## src/rtl/execute_stage_pkg.sv

```systemverilog
// Shared definitions for the execute stage: opcode/condition encodings,
// default widths and operand-packet field positions.
package execute_stage_pkg;

    localparam int unsigned DW_DEF = 16;
    localparam int unsigned RW_DEF = 3;

    typedef enum logic [3:0] {
        OP_ADI  = 4'b0000,
        OP_ADD  = 4'b0001,
        OP_NAND = 4'b0010
    } opcode_e;

    typedef enum logic [1:0] {
        CZ_ALWAYS  = 2'b00,
        CZ_IF_Z    = 2'b01,
        CZ_IF_C    = 2'b10,
        CZ_ILLEGAL = 2'b11
    } cz_e;

    // Packet layout from LSB: cz, dest, opB, opA, opcode.
    localparam int unsigned CZ_LSB   = 0;
    localparam int unsigned DEST_LSB = 2;

    function automatic int unsigned pkt_width(input int unsigned dw, input int unsigned rw);
        return 2 * dw + rw + 6;
    endfunction

    function automatic logic is_legal_op(input logic [3:0] op);
        return (op == OP_ADI) || (op == OP_ADD) || (op == OP_NAND);
    endfunction

endpackage

```

## src/rtl/execute_stage_if.sv

```systemverilog
// Operand-packet input and writeback-packet output of the execute stage.
interface execute_stage_if
    import execute_stage_pkg::*;
#(
    parameter int unsigned DW = DW_DEF,
    parameter int unsigned RW = RW_DEF
);
    localparam int unsigned PW = 2 * DW + RW + 6;

    logic          in_valid;
    logic          in_ready;
    logic [PW-1:0] in_pkt;
    logic          out_valid;
    logic          out_ready;
    logic          out_wr_en;
    logic [RW-1:0] out_dest;
    logic [DW-1:0] out_result;
    logic          out_illegal;
    logic          carry_flag;
    logic          zero_flag;

    modport master (
        output in_valid, in_pkt, out_ready,
        input  in_ready, out_valid, out_wr_en, out_dest, out_result,
               out_illegal, carry_flag, zero_flag
    );

    modport slave (
        input  in_valid, in_pkt, out_ready,
        output in_ready, out_valid, out_wr_en, out_dest, out_result,
               out_illegal, carry_flag, zero_flag
    );

endinterface

```

## src/rtl/execute_stage_alu.sv

```systemverilog
// Combinational ALU for the execute stage: add (ADI/ADD family) and NAND.
module exec_alu
    import execute_stage_pkg::*;
#(
    parameter int unsigned DW = DW_DEF
) (
    input  logic [3:0]    opcode,
    input  logic [DW-1:0] op_a,
    input  logic [DW-1:0] op_b,
    output logic [DW-1:0] result,
    output logic          carry_out,
    output logic          zero_out
);

    logic [DW:0] sum;

    always_comb begin
        sum       = {1'b0, op_a} + {1'b0, op_b};
        result    = '0;
        carry_out = 1'b0;
        case (opcode)
            OP_ADI, OP_ADD: begin
                result    = sum[DW-1:0];
                carry_out = sum[DW];
            end
            OP_NAND: result = ~(op_a & op_b);
            default: ;
        endcase
        zero_out = (result == '0);
    end

endmodule

```

## src/rtl/execute_stage.sv

```systemverilog
// Execute stage: ALU, conditional execution against the owned C/Z flags,
// and a single registered writeback slot with valid/ready and flush.
module execute_stage
    import execute_stage_pkg::*;
#(
    parameter int unsigned DW = DW_DEF,
    parameter int unsigned RW = RW_DEF
) (
    input  logic            clk,
    input  logic            rst_n,
    input  logic            flush,
    execute_stage_if.slave  bus
);

    localparam int unsigned PW = 2 * DW + RW + 6;

    logic [3:0]    opcode;
    logic [DW-1:0] op_a;
    logic [DW-1:0] op_b;
    logic [RW-1:0] dest;
    logic [1:0]    cz;

    assign opcode = bus.in_pkt[PW-1 -: 4];
    assign op_a   = bus.in_pkt[2*DW+RW+1 -: DW];
    assign op_b   = bus.in_pkt[DW+RW+1 -: DW];
    assign dest   = bus.in_pkt[DEST_LSB +: RW];
    assign cz     = bus.in_pkt[CZ_LSB +: 2];

    logic [DW-1:0] alu_result;
    logic          alu_carry;
    logic          alu_zero;

    exec_alu #(.DW(DW)) u_alu (
        .opcode    (opcode),
        .op_a      (op_a),
        .op_b      (op_b),
        .result    (alu_result),
        .carry_out (alu_carry),
        .zero_out  (alu_zero)
    );

    logic          out_valid_q, out_valid_d;
    logic          out_wr_en_q, out_wr_en_d;
    logic [RW-1:0] out_dest_q, out_dest_d;
    logic [DW-1:0] out_result_q, out_result_d;
    logic          out_illegal_q, out_illegal_d;
    logic          carry_q, carry_d;
    logic          zero_q, zero_d;

    logic in_ready;
    logic accept;
    logic illegal;
    logic cond_ok;
    logic execute;

    assign in_ready = !flush && (!out_valid_q || bus.out_ready);
    assign accept   = bus.in_valid && in_ready;

    // ADI ignores cz, so cz=11 is only illegal for the conditional families.
    always_comb begin
        illegal = !is_legal_op(opcode) || ((opcode != OP_ADI) && (cz == CZ_ILLEGAL));
        cond_ok = 1'b1;
        if (opcode != OP_ADI) begin
            case (cz)
                CZ_IF_C: cond_ok = carry_q;
                CZ_IF_Z: cond_ok = zero_q;
                default: cond_ok = 1'b1;
            endcase
        end
        execute = !illegal && cond_ok;
    end

    always_comb begin
        out_valid_d   = out_valid_q;
        out_wr_en_d   = out_wr_en_q;
        out_dest_d    = out_dest_q;
        out_result_d  = out_result_q;
        out_illegal_d = out_illegal_q;
        carry_d       = carry_q;
        zero_d        = zero_q;
        if (flush) begin
            out_valid_d = 1'b0;
        end else if (accept) begin
            out_valid_d   = 1'b1;
            out_wr_en_d   = execute;
            out_dest_d    = dest;
            out_result_d  = execute ? alu_result : '0;
            out_illegal_d = illegal;
            if (execute) begin
                zero_d = alu_zero;
                if (opcode != OP_NAND) carry_d = alu_carry;
            end
        end else if (bus.out_ready) begin
            out_valid_d = 1'b0;
        end
    end

    always_ff @(posedge clk or negedge rst_n) begin
        if (!rst_n) begin
            out_valid_q   <= 1'b0;
            out_wr_en_q   <= 1'b0;
            out_dest_q    <= '0;
            out_result_q  <= '0;
            out_illegal_q <= 1'b0;
            carry_q       <= 1'b0;
            zero_q        <= 1'b0;
        end else begin
            out_valid_q   <= out_valid_d;
            out_wr_en_q   <= out_wr_en_d;
            out_dest_q    <= out_dest_d;
            out_result_q  <= out_result_d;
            out_illegal_q <= out_illegal_d;
            carry_q       <= carry_d;
            zero_q        <= zero_d;
        end
    end

    assign bus.in_ready    = in_ready;
    assign bus.out_valid   = out_valid_q;
    assign bus.out_wr_en   = out_wr_en_q;
    assign bus.out_dest    = out_dest_q;
    assign bus.out_result  = out_result_q;
    assign bus.out_illegal = out_illegal_q;
    assign bus.carry_flag  = carry_q;
    assign bus.zero_flag   = zero_q;

endmodule

```

## src/flat_wrapper.sv

```systemverilog
// flat-port wrapper written by rule: the top's interface ports become plain ports
module execute_stage_flat import execute_stage_pkg::*;
#(
    parameter int unsigned DW = DW_DEF,
    parameter int unsigned RW = RW_DEF
)
  (clk, rst_n, flush, bus_in_valid, bus_in_pkt, bus_out_ready, bus_in_ready, bus_out_valid, bus_out_wr_en, bus_out_dest, bus_out_result, bus_out_illegal, bus_carry_flag, bus_zero_flag);
  execute_stage_if #(.DW(DW), .RW(RW)) bus_i ();
  input  logic clk;
  input  logic rst_n;
  input  logic flush;
  input wire logic [$bits(bus_i.in_valid)-1:0] bus_in_valid;
  input wire logic [$bits(bus_i.in_pkt)-1:0] bus_in_pkt;
  input wire logic [$bits(bus_i.out_ready)-1:0] bus_out_ready;
  output wire logic [$bits(bus_i.in_ready)-1:0] bus_in_ready;
  output wire logic [$bits(bus_i.out_valid)-1:0] bus_out_valid;
  output wire logic [$bits(bus_i.out_wr_en)-1:0] bus_out_wr_en;
  output wire logic [$bits(bus_i.out_dest)-1:0] bus_out_dest;
  output wire logic [$bits(bus_i.out_result)-1:0] bus_out_result;
  output wire logic [$bits(bus_i.out_illegal)-1:0] bus_out_illegal;
  output wire logic [$bits(bus_i.carry_flag)-1:0] bus_carry_flag;
  output wire logic [$bits(bus_i.zero_flag)-1:0] bus_zero_flag;
  assign bus_i.in_valid = bus_in_valid;
  assign bus_i.in_pkt = bus_in_pkt;
  assign bus_i.out_ready = bus_out_ready;
  assign bus_in_ready = bus_i.in_ready;
  assign bus_out_valid = bus_i.out_valid;
  assign bus_out_wr_en = bus_i.out_wr_en;
  assign bus_out_dest = bus_i.out_dest;
  assign bus_out_result = bus_i.out_result;
  assign bus_out_illegal = bus_i.out_illegal;
  assign bus_carry_flag = bus_i.carry_flag;
  assign bus_zero_flag = bus_i.zero_flag;
  execute_stage #(.DW(DW), .RW(RW)) u_core (.clk(clk), .rst_n(rst_n), .flush(flush), .bus(bus_i));
endmodule
```

## config.mk

```make
export PLATFORM = sky130hd
export DESIGN_NAME = execute_stage_flat
export DESIGN_NICKNAME = d
export VERILOG_FILES = /design/src/rtl/execute_stage_pkg.sv /design/src/rtl/execute_stage_if.sv /design/src/rtl/execute_stage_alu.sv /design/src/rtl/execute_stage.sv /design/src/flat_wrapper.sv
export SDC_FILE = /design/constraint.sdc
export NUM_CORES = 1
export LEC_CHECK = 0
export ABC_AREA = 1
export ABC_CLOCK_PERIOD_IN_PS = 3250
export BUFFER_PORTS_ARGS = -buffer_cell sky130_fd_sc_hd__buf_2
export CAP_MARGIN = 20
export CORE_ASPECT_RATIO = 1.4
export CORE_MARGIN = 8
export CORE_UTILIZATION = 43
export CTS_CLUSTER_DIAMETER = 30
export CTS_CLUSTER_SIZE = 14
export DETAILED_ROUTE_END_ITERATION = 16
export HOLD_SLACK_MARGIN = 0.1
export PLACE_DENSITY = 0.69
export RECOVER_POWER = 100
export SYNTH_ARGS = -nofsm -noshare
export SYNTH_HDL_FRONTEND = slang
export SYNTH_SLANG_ARGS = --single-unit
```

## constraint.sdc

```tcl
create_clock -name clk -period 3.25 [get_ports clk]
set_input_delay 0.4875 -clock clk [delete_from_list [all_inputs] [get_ports clk]]
set_output_delay 0.4875 -clock clk [all_outputs]
set_load 0.005 [all_outputs]
```

; ---- After elaboration in Yosys (flattened, before gate mapping)
; Cells that the tools add are included.
[word_totals]
ff_bits = 24
input_bits = 46
word_cells = 45
[op_classes]
n_addsub = 1
eq_ne = 6
n_mux = 8
n_bitwise = 3
n_reduce_logical = 20
[ops]
columns = op, n
row1 = $pmux W16 S2, 1
row2 = $add A16 B16 Y17, 1
row3 = $and A16 B16 Y16, 1
row4 = $logic_not A16 Y1, 1
row5 = $mux W16, 1
row6 = $not A16 Y16, 1
row7 = $mux W1, 5
row8 = $eq A2 B2 Y1 const B, 2
row9 = $eq A4 B1 Y1 const B, 1
row10 = $eq A4 B2 Y1 const B, 1
row11 = $logic_and A1 B1 Y1, 4
row12 = $logic_not A1 Y1, 4
row13 = $logic_not A4 Y1, 1
row14 = $logic_or A1 B1 Y1, 4
row15 = $ne A4 B2 Y1 const B, 1
row16 = $reduce_and A4 Y1, 1
row17 = $reduce_bool A4 Y1, 1
row18 = $reduce_and A3 Y1, 1
row19 = $reduce_bool A3 Y1, 1
row20 = $eq A2 B1 Y1 const B, 1
row21 = $pmux W1 S2, 1
row22 = $reduce_and A2 Y1, 1
row23 = $reduce_or A2 Y1, 1
row24 = $not A1 Y1, 1

; ---- Logic depth before layout (Yosys ltp)
; Gate-level depths: netlist of the first run.
[depth]
depth_word = 8
ltp_mapped = 16
depth_no_buf = 16

; ---- Cells and area by module
; A second synthesis of the first run with hierarchy kept.
[hier_totals]
hier_cells = 389
area_unflattened_um2 = 2411.1
[modules_own_cells]
columns = module, instances, cells_per_inst, area_per_inst_um2, seq_area_each_um2
row1 = exec_alu, 1, 260, 1323.8, 0.0
row2 = execute_stage, 1, 129, 1087.3, 600.6

; ---- Worst setup path before layout of the first run
; Ideal clock, no wire load.
[synth_timing]
kind = in2reg
from = input bus_in_pkt[5]
to = register u_core.zero_q, in the netlist u_core.bus.zero_flag
setup_ns = 0.065
arrival_time_ns = 2.015
required_time_ns = 3.185
slack_ns = 1.170
path_stages = 16
cell_sequence = ha_1 > inv_1 > fa_1 > inv_1 > nand2_1 > nand2_1 > nor2_1 > nor2_1 > nand3_1 > nor2_1 > nand2_1 > nor2_1 > nand3_2 > nor2_1 > nand3_1 > nand2_1
[synth_between]
elab_chain_len = 4
elab_cells_between_ends = 5
[synth_rtl]
columns = element, line_no
row1 = from (decl), flat_wrapper.sv:13  ; input wire logic [$bits(bus_i.in_pkt)-1:0] bus_in_pkt;
row2 = branches (longest 2 deep; another with $add A16 B16 Y17), --
row3 = $pmux W16 S2 *, execute_stage_alu.sv:21  ; case (opcode)
row4 = $logic_not A16 Y1 *, execute_stage_alu.sv:29  ; zero_out = (result == '0);
row5 = to (signal assigned), execute_stage.sv:114  ; zero_q <= zero_d;
row6 = to (decl), execute_stage.sv:48  ; logic zero_q, zero_d;
; Every way passes the cells marked *.
; A chain may end at the register's enable or synchronous reset.

; ---- Worst setup path in the final report of the first run
[layout_timing]
from = register u_core.out_valid_q, in the netlist u_core.bus.out_valid
to = register u_core.zero_q, in the netlist u_core.bus.zero_flag
[layout_between]
elab_chain_len = 5
[layout_rtl]
columns = element, line_no
row1 = from (decl), execute_stage.sv:42  ; logic out_valid_q, out_valid_d;
row2 = from (signal assigned), execute_stage.sv:108  ; out_valid_q <= out_valid_d;
row3 = $logic_not A1 Y1, execute_stage.sv:56  ; assign in_ready = !flush && (!out_valid_q || bus.out_ready);
row4 = $logic_or A1 B1 Y1, execute_stage.sv:56
row5 = $logic_and A1 B1 Y1, execute_stage.sv:56
row6 = $logic_and A1 B1 Y1, execute_stage.sv:57  ; assign accept = bus.in_valid && in_ready;
row7 = $reduce_and A3 Y1 (no line), --
; Every way passes these cells.

==> flow_metrics.py, run 1 <==
metrics = {
    "outcome": {
        "status": "finished clean",
    },
    "worst_setup_path": {
        "crit_family": "simple AND/OR/NAND/NOR gates",
        "startpoint_type": "flop",
        "cp_max_fo": 11,
        "cp_data_arrival_time_ns": 2.30,
        "slowest_stage": "nand4_1",
        "cp-end-kind": "flop",
        "cpPeakStageDelay_ns": 0.48,
        "path_buf_inv": 0,
        "cp_data_required_time_ns": 3.46,
        "rr_worst_depth": 11,
        "worstSetupPathType": "reg -> reg",
        "worstPathCellList": "nand2_1 -> nand2_1 -> nor2_1 -> nand4_1 -> nor2_1 -> nand2_1 -> nor2_1 -> nand3_2 -> nor2_1 -> nand3_1 -> nand2_1",
        "cp.depth": 11,
    },
    "synth": {
        "async_flop_share_pct": 100,
        "synth_area_leaders": "dfrtp_1 26%, nand2_1 20%, ha_1 10%",
        "syn_inst": 358,
        "yosysTopAreaCell": "dfrtp_1",
        "ys_warn_count": 0,
        "synth_cell_types": 28,
        "synth_seq_cells": 24,
        "syn_nets": 424,
        "synth_common_cells": "122 x nand2_1, 55 x inv_1, 36 x nand3_1",
        "synth-edff-count": 0,
        "synth-main-ff-cell": "dfrtp_1",
        "ys_seq_area_share_pct": 25.9,
        "syn_area_mm2": 0.00232,
        "avgSynthCellArea_um2": 6.49,
        "synth_top_area_share_pct": 25.9,
        "synth.most_common_cell": "nand2_1",
    },
    "finish": {
        "antennaDiodeCount": 0,
        "fillCellCount": 565,
        "num-nets-final": 493,
        "drive_gt1_share_pct": 19.0,
        "area_delta_synth_final_pct": 18.4,
    },
    "floorplanning": {
        "rows": 31,
        "die_w_um": 78.1,
        "dieArea_mm2": 0.00804,
        "top_level_ports": 71,
        "start_util_pct": 44.7,
        "dieHeight_um": 103,
        "core_area_mm2": 0.00520,
    },
    "clock_tree": {
        "clk_pin_slew_ns": 0.08,
        "cts-root-buf": "clkbuf_8",
        "cts_tree": "done",
        "clk_path_buf_depth": 2,
        "ctsResizeCount": 0,
        "cts_hold_buf": 0,
        "clock_latency_ns": 0.26,
        "cts.htree.levels": 1,
        "postCtsSetupBuffers": 0,
        "numCtsBuffers": 3,
        "numClockSinks": 24,
    },
    "global_routing": {
        "antenna_found_initial": 0,
        "grt_max_degree": 25,
        "grt_use_met3_pct": 2.44,
        "met2_usage_pct": 28.8,
        "grt-ovfl-total": 0,
        "grt_pass1_vias": 2390,
        "use_met1_pct": 17.3,
        "top_usage_layer": "met2",
        "grt_pass1_wl_um": 10500,
        "grtUsageTotal_pct": 15.6,
    },
    "route": {
        "via_count": 2382,
        "route.detailed.drc": 0,
        "vias_per_cell": 4.84,
        "wl_per_cell_um": 12.8,
        "ant_nets": 0,
        "dr.pass1.iters": 5,
        "drt-total-wl_um": 6270,
        "drt_iter0_markers": 99,
    },
    "worst_hold_path": {
        "whs_path_depth": 2,
        "min_path_type": "in -> reg",
    },
    "sta": {
        "finalSetupViolCount": 0,
        "hold_viol": 0,
        "fmax_mhz": 478,
        "finalSetupTns_ns": 0,
        "tightest_slew_ns": 1.23,
        "post-route-period-util_pct": 64.3,
        "relSlewSlack_pct": 18.1,
        "whs_ns": 0.386,
        "finalClockSkew_ns": 0.00257,
        "grt_setup_unrepaired": "false",
        "maxSlewViolCount": 0,
        "min_period_ns": 2.09,
    },
    "pwr": {
        "power.leakage_uw": 0.00162,
        "ir_drop_mv": 0.145,
        "p_per_area_mw_per_mm2": 297,
    },
    "placement": {
        "gp_congestion": 0.862,
        "portBuffers": 70,
        "dp_hpwl_um": 5360,
    },
    "flow_run": {
        "cap_violations": 0,
    },
}
[metal layers]
layer  up-vias  share of wire (%)
met5         -                  0
met4         0                2.2
met3        10                4.6
met2        61                 49
met1      1038                 44
li1       1273                  -
[state kept, by name, summed over array words and instances, names as in the netlist]
| name | cells |
|---|---|
| u_core.bus.zero_flag | 1 |
| u_core.bus.out_dest | 3 |
| u_core.bus.out_valid | 1 |
| u_core.bus.out_wr_en | 1 |
| u_core.bus.carry_flag | 1 |
| u_core.bus.out_result | 16 |
| u_core.bus.out_illegal | 1 |
[layout make-up]
type,instances,area [um^2],share of cell area (%)
Multi-Input combinational cell,271,1470,53.5
Sequential cell,24,601,21.8
Timing Repair Buffer,70,328,11.9
Inverter,57,214,7.78
Tap cell,66,82.6,3.00
Clock buffer,4,55.1,2.00
[cells by family (layout without fill, tap and decap cells)]
logic type / Yosys count / in the layout / synth area share [%]
compound gates: 34 / 34 / 9.32
fa+ha+maj: 20 / 20 / 11.1
buf+inv: 63 / 131 / 10.5
flops: 24 / 24 / 25.9
simple gates: 217 / 217 / 43.2
[power by group]
group,switching (uW),internal (uW)
registers,11.6,314
logic,181,114
clock network,89.2,108
[stage by stage]
step	setup slack [ns]	power [uW]	util (%)	cell area, um^2	cells
after floorplan	1.17	531	-	2320	358
after global placement	0.952	628	52.4	2730	488
after detailed placement	0.904	632	52.4	2730	488
after CTS	1.17	832	53.5	2780	492
after global routing	0.911	878	52.9	2750	492
final	1.16	818	52.9	2750	492
[worst reg2reg max path: stages (launching register included)]
cell	delay, ns
dfrtp_1	0.38
nand2_1	0.09
nand2_1	0.07
nor2_1	0.34
nand4_1	0.48
nor2_1	0.22
nand2_1	0.07
nor2_1	0.10
nand3_2	0.07
nor2_1	0.10
nand3_1	0.07
nand2_1	0.06
[path summary, 6_finish.rpt]
path,start,to,slack (ns)
hold reg to reg,u_core.bus.out_dest[1]$_DFFE_PN0P_,u_core.bus.out_dest[1]$_DFFE_PN0P_,0.47
setup / recovery,u_core.bus.out_valid$_DFFE_PN0P_,u_core.bus.zero_flag$_DFFE_PN0P_,1.16
min in group asynchronous,rst_n,u_core.bus.out_illegal$_DFFE_PN0P_,0.46
max in group asynchronous,rst_n,u_core.bus.out_wr_en$_DFFE_PN0P_,2.07
setup reg to reg,u_core.bus.out_valid$_DFFE_PN0P_,u_core.bus.zero_flag$_DFFE_PN0P_,1.16
hold / removal,flush,u_core.bus.out_valid$_DFFE_PN0P_,0.39
[cell usage in the layout (no fill, tap or decap), types with 2 or more instances in the layout]
cell type	synthesis	final
nand4_1	5	5
nand2_1	122	122
o21ai_0	9	9
a21oi_1	12	12
clkbuf_1	2	18
nand3b_1	6	6
nor2_2	4	3
ha_1	19	19
or2_2	2	2
nor2_4	3	3
dfrtp_1	24	24
nand2_2	9	9
nor2_1	22	23
clkbuf_8	0	4
inv_1	55	55
nand3_1	36	37
a22o_1	10	10
nand3_2	4	3
buf_2	3	52
inv_2	2	2
Note: power is estimated with default switching activity, not from simulation.
==> run 2, diff against run 1 <==
--- a/config.mk
+++ b/config.mk
@@ -6,7 +6,7 @@
 export NUM_CORES = 1
 export LEC_CHECK = 0
 export ABC_AREA = 1
-export ABC_CLOCK_PERIOD_IN_PS = 3250
+export ABC_CLOCK_PERIOD_IN_PS = 1990
 export BUFFER_PORTS_ARGS = -buffer_cell sky130_fd_sc_hd__buf_2
 export CAP_MARGIN = 20
 export CORE_ASPECT_RATIO = 1.4
==> constraint.sdc (replaced) <==
create_clock -name clk -period 1.99 [get_ports clk]
set_input_delay 0.2985 -clock clk [delete_from_list [all_inputs] [get_ports clk]]
set_output_delay 0.2985 -clock clk [all_outputs]
set_load 0.005 [all_outputs]
==> flow_metrics.py, run 2 (synthesis gave the netlist of run 1 again) <==
metrics = {
    "outcome": {
        "status": "finished clean",
    },
    "worst_setup_path": {
        "cp_data_required_time_ns": 2.19,
        "rr_endpoint": "u_core.bus.out_result[13]$_DFFE_PN0P_",
        "worstSetupPathType": "in -> reg",
        "reg2reg_from": "u_core.bus.out_valid$_DFFE_PN0P_",
        "cp_max_fo": 2,
        "slowest_stage": "fa_2",
        "worstPathCellList": "buf_2 -> ha_1 -> inv_1 -> fa_2 -> nand3b_1 -> nand2_1 -> inv_1 -> nand3_1 -> nor2_1 -> nand2_1 -> nor2_1 -> nand3_2 -> nor2_1 -> nand3_1 -> nand2_1",
        "cp-end-kind": "flop",
        "rr_worst_depth": 7,
        "cpPeakStageDelay_ns": 0.50,
        "crit_family": "simple AND/OR/NAND/NOR gates",
        "path_buf_inv": 3,
        "r2r_slack_ns": 0.30,
        "cp_data_arrival_time_ns": 1.98,
        "startpoint_type": "input port",
    },
    "clock_tree": {
        "cts-root-buf": "clkbuf_8",
        "numClockSinks": 24,
        "clk_path_buf_depth": 2,
        "cts_tree": "done",
        "clk_pin_slew_ns": 0.08,
        "postCtsSetupBuffers": 0,
        "clock_latency_ns": 0.26,
        "numCtsBuffers": 3,
        "cts.htree.levels": 1,
    },
    "route": {
        "drt-total-wl_um": 6350,
        "dr.pass1.iters": 6,
        "via_count": 2478,
        "wl_met3_um": 293,
        "maxUsedRoutingLayer": "met4",
        "drt_iter0_markers": 73,
        "route.detailed.drc": 0,
        "vias_per_cell": 4.86,
        "wl_met2_um": 3180,
        "wl_met1_um": 2780,
        "ant_nets": 0,
        "wl_per_cell_um": 12.5,
    },
    "finish": {
        "drive_gt1_share_pct": 21.8,
        "largest_reg_flops": 16,
        "fillCellCount": 571,
        "final_cell_mix": "122 x nand2_1, 55 x inv_1, 49 x buf_2, 35 x nand3_1, 24 x dfrtp_1",
        "antennaDiodeCount": 0,
        "regArea_um2": 601,
        "area_delta_synth_final_pct": 25.0,
        "design_area_mm2": 0.00290,
        "multiInputGateArea_mm2": 0.00148,
        "final_common_cell": "nand2_1",
        "num-nets-final": 511,
    },
    "floorplanning": {
        "core_area_mm2": 0.00520,
        "top_level_ports": 71,
        "dieHeight_um": 103,
        "start_util_pct": 44.7,
        "die_w_um": 78.1,
        "rows": 31,
        "dieArea_mm2": 0.00804,
    },
    "placement": {
        "portBuffers": 70,
        "dp_hpwl_um": 5430,
        "gp_congestion": 0.861,
        "place_area_mm2": 0.00287,
    },
    "pwr": {
        "ir_drop_mv": 0.206,
        "p_sw_share_pct": 33.9,
        "p_per_area_mw_per_mm2": 471,
        "p_sw_uw": 464,
        "pwr-share-comb_pct": 37.9,
        "power.leakage_uw": 0.00170,
        "p_int_uw": 904,
        "clkPwrFrac_pct": 23.1,
        "power_frac_seq_pct": 38.9,
    },
    "global_routing": {
        "antenna_found_initial": 0,
        "grt-ovfl-total": 0,
        "grt_pass1_wl_um": 10500,
        "grt_max_degree": 25,
        "grtUsageTotal_pct": 15.6,
        "grt_pass1_vias": 2431,
    },
    "flow_run": {
        "cap_violations": 0,
    },
    "sta": {
        "finalSetupTns_ns": 0,
        "post-route-period-util_pct": 89.4,
        "grt_setup_unrepaired": "false",
        "fmax_mhz": 562,
        "min_period_ns": 1.78,
        "tightest_slew_ns": 1.21,
        "hold_viol": 0,
        "finalSetupViolCount": 0,
        "maxSlewViolCount": 0,
        "finalClockSkew_ns": 0.00281,
        "relSlewSlack_pct": 19.3,
    },
    "worst_hold_path": {
        "min_to": "u_core.bus.out_valid$_DFFE_PN0P_",
        "whs_path_depth": 2,
        "hp-start": "flush",
        "min_path_type": "in -> reg",
    },
}
## run 2: cell count changes in the layout (fill, tap and decap cells not counted), sizes merged
cell         delta
clkbuf          +5
buf            +12
dlygate4sd3     +1
## run 2: cell type report
type                            instances  area share [%]
Inverter                               57            7.37
Sequential cell                        24            20.7
Multi-Input combinational cell        271            51.1
Clock buffer                            4            1.90
Tap cell                               66            2.84
Timing Repair Buffer                   88            16.1
## run 2: routing by layer
metal / track usage [%] / up-vias
met5: 0 / -
met4: 4.58 / 0
met3: 2.01 / 8
met2: 29.2 / 63
met1: 17.9 / 1087
li1: - / 1320
## run 2: worst register-to-register path, stage by stage (launching register included)
cell and delay (ns):
dfrtp_1 0.38, nand2_1 0.08, nand2_1 0.07, nor2_1 0.13, clkbuf_1 0.26, inv_1 0.06, clkbuf_2 0.29, a22o_1 0.32
## run 2: how the worst max path moves through the flow
stage	slack, ns	endpoint	cells past startpoint	startpoint
2_1_floorplan	0.1	u_core.bus.zero_flag$_DFFE_PN0P_	16	bus_in_pkt[5]
3_5_place_dp	-0.08	u_core.bus.zero_flag$_DFFE_PN0P_	18	bus_in_pkt[5]
5_1_grt	0.02	u_core.bus.zero_flag$_DFFE_PN0P_	18	bus_in_pkt[5]
3_3_place_gp	-0.04	u_core.bus.zero_flag$_DFFE_PN0P_	18	bus_in_pkt[5]
6_report	0.21	u_core.bus.zero_flag$_DFFE_PN0P_	15	bus_in_pkt[5]
4_1_cts	0.17	u_core.bus.zero_flag$_DFFE_PN0P_	18	bus_in_pkt[5]
## run 2: timing repair
action	4_1_cts	5_1_grt
resized for setup	0	3
endpoints found under the hold margin	24	0
hold buffers	1	0
setup endpoints to repair	0	1
## run 2: per-stage QoR
step                      hold WS, ns  std cells  total power [uW]  setup slack [ns]  utilization, %
after detailed placement        0.298        505              1070           -0.0803            55.1
after CTS                       0.190        510              1390             0.173            56.4
after global routing            0.204        510              1470            0.0155            55.8
final                           0.194        510              1370             0.211            55.8
after floorplan               0.00291        358               867            0.0987               -
after global placement          0.295        505              1060           -0.0429            55.1
## run 2: power by group through the flow
stage / Sequential [uW] / Clock, uW / Combinational (uW)
finish: 533 / 316 / 519
global placement: 542 / 0 / 520
floorplan: 540 / 0 / 327
CTS: 533 / 327 / 530
global route: 536 / 340 / 595
detailed placement: 543 / 0 / 526
